## src/rtl/pcpu_pkg.sv

```systemverilog
// Shared pcpu package: register-file FSM states and default sizes.
// Imported by regfile_mp and rf_scoreboard.
package pcpu;

  typedef enum logic {
    RF_INIT,
    RF_READY
  } rf_state_t;

  localparam int RF_XLEN_DEFAULT  = 32;
  localparam int RF_NREGS_DEFAULT = 32;

endpackage

```

## src/rtl/rf_scoreboard.sv

```systemverilog
// Per-register busy scoreboard for the hazard unit.
// Optional REGFILE_DBG_EN adds the busy_o debug view.
module rf_scoreboard
  import pcpu::*;
#(
  parameter int NREGS = RF_NREGS_DEFAULT,
  parameter int NWR   = 2,
  parameter int NRD   = 2,
  localparam int AW   = $clog2(NREGS)
) (
  input  logic              clk,
  input  logic              rst,
  input  logic              en_i,
  input  logic              rsv_en_i,
  input  logic [AW-1:0]     rsv_addr_i,
  input  logic [NWR-1:0]    wr_en_i,
  input  logic [NWR*AW-1:0] wr_addr_i,
  input  logic [NRD*AW-1:0] rd_addr_i,
  output logic [NRD-1:0]    rd_busy_o
`ifdef REGFILE_DBG_EN
  ,
  output logic [NREGS-1:0]  busy_o
`endif
);

  logic [NREGS-1:0] busy_q;
  logic [NREGS-1:0] busy_d;

  // next busy: write clears, a reserve in the same cycle wins
  always_comb begin
    busy_d = busy_q;
    for (int r = 1; r < NREGS; r++) begin
      for (int j = 0; j < NWR; j++) begin
        if (en_i && wr_en_i[j] &&
            wr_addr_i[j*AW +: AW] == AW'(r))
          busy_d[r] = 1'b0;
      end
      if (en_i && rsv_en_i && rsv_addr_i == AW'(r))
        busy_d[r] = 1'b1;
    end
    busy_d[0] = 1'b0;
  end

  // busy vector register
  always_ff @(posedge clk or posedge rst) begin
    if (rst) busy_q <= '0;
    else     busy_q <= busy_d;
  end

  // read ports see the post-edge busy state
  always_comb begin
    rd_busy_o = '0;
    for (int k = 0; k < NRD; k++)
      rd_busy_o[k] = busy_d[rd_addr_i[k*AW +: AW]];
  end

`ifdef REGFILE_DBG_EN
  assign busy_o = busy_q;
`endif

endmodule

```

## src/rtl/regfile_mp.sv

```systemverilog
// Multi-port register file, synchronous read with write bypass.
// Optional REGFILE_DBG_EN exposes dbg_regs / dbg_busy.
module regfile_mp
  import pcpu::*;
#(
  parameter int XLEN  = RF_XLEN_DEFAULT,
  parameter int NREGS = RF_NREGS_DEFAULT,
  parameter int NRD   = 2,
  parameter int NWR   = 2,
  localparam int AW   = $clog2(NREGS)
) (
  input  logic                clk,
  input  logic                rst,
  output logic                ready,
  input  logic [NRD-1:0]      rd_en,
  input  logic [NRD*AW-1:0]   rd_addr,
  output logic [NRD*XLEN-1:0] rd_data,
  output logic [NRD-1:0]      rd_busy,
  input  logic [NWR-1:0]      wr_en,
  input  logic [NWR*AW-1:0]   wr_addr,
  input  logic [NWR*XLEN-1:0] wr_data,
  input  logic                rsv_en,
  input  logic [AW-1:0]       rsv_addr
`ifdef REGFILE_DBG_EN
  ,
  output logic [NREGS*XLEN-1:0] dbg_regs,
  output logic [NREGS-1:0]      dbg_busy
`endif
);

  rf_state_t          state_q;
  logic [AW-1:0]      cnt_q;
  logic               ready_q;
  logic [XLEN-1:0]    mem_q [NREGS];
  logic [NRD*XLEN-1:0] rd_data_q;
  logic [NRD*XLEN-1:0] rd_data_d;
  logic [NRD-1:0]     rd_busy_q;
  logic [NRD-1:0]     sb_busy;
  logic               act;

  assign act = (state_q == RF_READY);

  // init sweep: one entry per cycle, then park in READY
  always_ff @(posedge clk or posedge rst) begin
    if (rst) begin
      state_q <= RF_INIT;
      cnt_q   <= AW'(1);
      ready_q <= 1'b0;
    end else begin
      unique case (state_q)
        RF_INIT: begin
          cnt_q <= cnt_q + AW'(1);
          if (cnt_q == AW'(NREGS-1)) begin
            state_q <= RF_READY;
            ready_q <= 1'b1;
          end
        end
        RF_READY: ;
        default: ;
      endcase
    end
  end

  // storage: no reset so it can map to LUTRAM
  always_ff @(posedge clk) begin
    if (!rst) begin
      if (state_q == RF_INIT) begin
        mem_q[cnt_q] <= '0;
      end else begin
        for (int j = 0; j < NWR; j++) begin
          if (wr_en[j] && wr_addr[j*AW +: AW] != '0)
            mem_q[wr_addr[j*AW +: AW]] <= wr_data[j*XLEN +: XLEN];
        end
      end
    end
  end

  // read mux: x0, then newest write, then stored value
  always_comb begin
    rd_data_d = '0;
    for (int k = 0; k < NRD; k++) begin
      rd_data_d[k*XLEN +: XLEN] = mem_q[rd_addr[k*AW +: AW]];
      for (int j = 0; j < NWR; j++) begin
        if (wr_en[j] &&
            wr_addr[j*AW +: AW] == rd_addr[k*AW +: AW])
          rd_data_d[k*XLEN +: XLEN] = wr_data[j*XLEN +: XLEN];
      end
      if (rd_addr[k*AW +: AW] == '0)
        rd_data_d[k*XLEN +: XLEN] = '0;
    end
  end

  // read registers update only when enabled and ready
  always_ff @(posedge clk or posedge rst) begin
    if (rst) begin
      rd_data_q <= '0;
      rd_busy_q <= '0;
    end else if (act) begin
      for (int k = 0; k < NRD; k++) begin
        if (rd_en[k]) begin
          rd_data_q[k*XLEN +: XLEN] <= rd_data_d[k*XLEN +: XLEN];
          rd_busy_q[k] <= sb_busy[k];
        end
      end
    end
  end

  rf_scoreboard #(
    .NREGS (NREGS),
    .NWR   (NWR),
    .NRD   (NRD)
  ) u_sb (
    .clk        (clk),
    .rst        (rst),
    .en_i       (act),
    .rsv_en_i   (rsv_en),
    .rsv_addr_i (rsv_addr),
    .wr_en_i    (wr_en),
    .wr_addr_i  (wr_addr),
    .rd_addr_i  (rd_addr),
    .rd_busy_o  (sb_busy)
`ifdef REGFILE_DBG_EN
    ,
    .busy_o     (dbg_busy)
`endif
  );

  assign ready   = ready_q;
  assign rd_data = rd_data_q;
  assign rd_busy = rd_busy_q;

`ifdef REGFILE_DBG_EN
  // flat array view for the register display
  always_comb begin
    dbg_regs = '0;
    for (int r = 1; r < NREGS; r++)
      dbg_regs[r*XLEN +: XLEN] = mem_q[r];
  end
`endif

endmodule

```

## config.mk

```make
export PLATFORM = sky130hd
export DESIGN_NAME = regfile_mp
export DESIGN_NICKNAME = d
export VERILOG_FILES = /design/src/rtl/pcpu_pkg.sv /design/src/rtl/rf_scoreboard.sv /design/src/rtl/regfile_mp.sv
export SDC_FILE = /design/constraint.sdc
export NUM_CORES = 2
export LEC_CHECK = 0
export BUFFER_PORTS_ARGS = -buffer_cell sky130_fd_sc_hd__buf_2
export CORE_MARGIN = 2
export CORE_UTILIZATION = 30
export CTS_CLUSTER_DIAMETER = 150
export DETAILED_ROUTE_END_ITERATION = 7
export HOLD_SLACK_MARGIN = 0.15
export PLACE_DENSITY_LB_ADDON = 0.1
export SYNTH_ARGS = -nofsm -noshare
export SYNTH_HDL_FRONTEND = slang
export SYNTH_SLANG_ARGS = --single-unit
```

## constraint.sdc

```tcl
create_clock -name clk -period 8.75 [get_ports clk]
set_clock_uncertainty 0.1 [all_clocks]
set_input_delay 1.3125 -clock clk [delete_from_list [all_inputs] [get_ports clk]]
set_output_delay 1.3125 -clock clk [all_outputs]
set_load 0.1 [all_outputs]
```

==> summary.md <==
| Metric | Value |
|---|---|
| Setup slack, reg-to-reg | `4.31 ns` |
| Sequential share of the synthesized area | `52.22%` |
| # setup viols final | `0` |
| HPWL Detailed | `158700 um` |
| Area occupied by multi-input gates | `0.02836 sq mm` |
| Post-Route WL | `281700 um` |
| Worst-Margin Slew | `1.257 ns` |
| Clk buf depth | `3` |
| Crit-path leading delay family | `compound AO/OA/AOI/OAI gates` |
| Slew headroom | `16.19%` |
| Period utilisation layout | `55.02%` |
| Ys async rst share | `9.220%` |
| Post-synth top area cell | `edfxtp_1` |
| Die Ht | `465.4 um` |
| Number of H-tree levels | `4` |
| First DRT Iteration DRCs | `5658` |
| CTS tree | `yes` |
| Crit-path cells | `buf_2, or2_1, o311a_4, buf_4, nand3b_1, o21ai_0, nand2_1, o22ai_4, buf_4` |
| Fin crit period | `4.815 ns` |
| # nets final | `5186` |
| Fmax | `207.7 MHz` |
| WL per Instance | `35.11 um` |
| Via count | `46250` |
| TritonCTS Buffers | `141` |
| Most frequent cells in the layout | `nand2_1, o21ai_0, edfxtp_1` |
| Clock-pin slew on the worst setup and hold paths | `0.06 ns` |
| Num Clock Sinks | `1128` |
| Port Buf Inserts | `162` |
| Synth top area share | `48.15%` |
| Post-synthesis register bit count | `1128` |
| Crit-path slowest cell | `o22ai_4` |
| Worst path bufs/invs | `3` |
| Area grow syn2layout | `12.50%` |
| Outcome | `finished, final reports clean` |
| Die W | `465.4 um` |
| CP Max Fanout | `26` |
| Ports | `163` |
| EDFF count, synth | `1024` |
| Clock Root Buffer | `clkbuf_16` |
| Initial Utilization | `30.14%` |
| Crit end category | `register` |
| Most common cell after layout, fill and taps aside | `nand2_1` |
| Cell variety after synth | `58` |
| Syn_area_per_cell | `12.03 sq um` |
| Type of origin of the critical path | `input port` |
| Hold Vio Cnt, Final | `0` |
| First-pass GRT wire length | `388300 um` |
| Mapped Area | `0.06387 sq mm` |
| Pwr/cell area | `190.2 mW/mm^2` |
| Setup TNS | `0 ns` |
| Postcts setup bufs | `0` |
| Core ar. | `0.2119 sq mm` |
| Initial antenna violation count | `24` |
| Crit path required time | `9.08 ns` |
| Vias per cell | `5.767` |
| Ranking of synthesized cells by area | `edfxtp_1, mux4_2, o21ai_0, nand2_1, dfrtp_1` |
| Drt drc | `0` |
| Syn. warnings | `0` |
| Lkg Pwr | `23.21 nW` |
| Total track usage | `25.79%` |
| Row count | `169` |
| Peak VDD IR | `0.2096 mV` |
| Final Slew Violations | `0` |
| Layout cells sized above 1 | `22.83%` |
| Crit path top cell by count | `buf_4` |
| Cts repair resizes | `0` |
| Power Total | `13.67 mW` |
| Pre-antenna DRT Iters | `6` |
| Largest net degree at the start of global routing | `95` |
| Sequential cell area | `0.03335 sq mm` |
| Post-synth top flop | `edfxtp_1` |
| Arrival @ worst endpoint | `5.14 ns` |
| RSZ-0062 raised after global routing | `no` |
| Hold bufs inserted after CTS | `0` |
| Max-cap violations | `0` |
| Routed Antenna Nets | `0` |
| Fillers | `20690` |
| Grt total ovfl | `0` |
| Worst hold path class | `register to register` |
| Net Count, Synth | `5409` |
| Clock Latency Late Sink | `0.80 ns` |
| Number of global-route vias before repair | `45050` |
| Syn Inst Count | `5311` |
| Delay of the slowest critical-path stage | `0.83 ns` |
| WS Path Type | `input port to register` |
| Full die area | `0.2166 sq mm` |
| Routability cong. | `0.8123` |
-- worst paths after layout --
| check | to | depth (start not counted) | start |
|---|---|---|---|
| max in group asynchronous | rd_data[37]$_DFFE_PP0P_ | 3 | rst |
| min in group asynchronous | rd_data[23]$_DFFE_PP0P_ | 2 | rst |
| max | mem_q[6][7]$_DFFE_PP_ | 9 | wr_addr[1] |
| max reg2reg | mem_q[6][7]$_DFFE_PP_ | 9 | act$_DFF_PP0_ |
| min | ready$_DFFE_PP0P_ | 1 | ready$_DFFE_PP0P_ |
| min reg2reg | ready$_DFFE_PP0P_ | 1 | ready$_DFFE_PP0P_ |
-- registers in the layout, indices dropped and copies added (netlist names) --
| register | cells |
|---|---|
| act | 1 |
| u_sb.busy_q | 31 |
| ready | 1 |
| cnt_q | 5 |
| mem_q | 1024 |
| rd_busy | 2 |
| rd_data | 64 |
-- power by group --
part	leakage (nW)	switching [mW]	internal [mW]	total, mW
clock network	2.17	2.47	3.36	5.83
registers	11.1	0.0513	5.96	6.01
logic	9.95	1.29	0.530	1.82
-- stage by stage --
| step | util [%] | area (sq um) | cells | setup slack [ns] | hold slack (ns) |
|---|---|---|---|---|---|
| after floorplan | - | 63870 | 5311 | 2.174 | 0.4037 |
| after global placement | 31.81 | 67410 | 7766 | 3.179 | 0.3594 |
| after detailed placement | 31.81 | 67410 | 7766 | 3.167 | 0.3574 |
| after CTS | 33.91 | 71840 | 8017 | 4.008 | 0.3669 |
| after global routing | 33.91 | 71850 | 8020 | 3.816 | 0.3762 |
| final | 33.91 | 71850 | 8021 | 3.935 | 0.3654 |
-- worst reg2reg max path, cell delays in order (launching register included) --
cell and delay (ns):
dfrtp_1 0.34, inv_1 0.12, nor2_1 0.20, o311a_4 0.64
buf_4 0.54, nand3b_1 0.13, o21ai_0 0.17, nand2_1 0.31
o22ai_4 0.83, buf_4 0.65
-- metal layers --
| layer | global-route usage (%) | routed length (um) |
|---|---|---|
| met1 | 37.12 | 123300 |
| met2 | 40.41 | 129900 |
| met3 | 4.220 | 21500 |
| met4 | 6.498 | 6927 |
| met5 | 0.04392 | 41 |
-- Yosys cell counts (all sizes together), types with 16 or more instances --
library cell and number:
a211oi 36, a21o 32, a21oi 70, a22oi 33
a311oi 33, and2 31, buf 145, clkbuf 517
dfrtp 103, edfxtp 1024, inv 40, mux2i 40
mux4 610, nand2 1153, nand2b 16, nand3 16
nor2 45, nor3 40, o21ai 1159, o22ai 71
xor2 16
-- cell type report --
| type | count | share of cell area [%] |
|---|---|---|
| Inverter | 40 | 0.2194 |
| Antenna cell | 4 | 0.01393 |
| Clock buffer | 196 | 5.531 |
| Timing Repair Buffer | 296 | 2.795 |
| Tap cell | 2821 | 4.912 |
| Multi-Input combinational cell | 3481 | 39.47 |
| Clock inverter | 55 | 0.6408 |
| Sequential cell | 1128 | 46.42 |
-- cell families after synthesis --
group / after synthesis / synth area share, %
adder cells (fa/ha/maj): 2 / 0.03917
AND/OR/NAND/NOR: 1353 / 8.516
flip-flops: 1128 / 52.22
buffers and inverters: 702 / 4.488
XOR/XNOR: 23 / 0.3154
multiplexers: 652 / 22.17
AO/OA/AOI/OAI: 1451 / 12.25
Power figures use the tool's default switching activity.
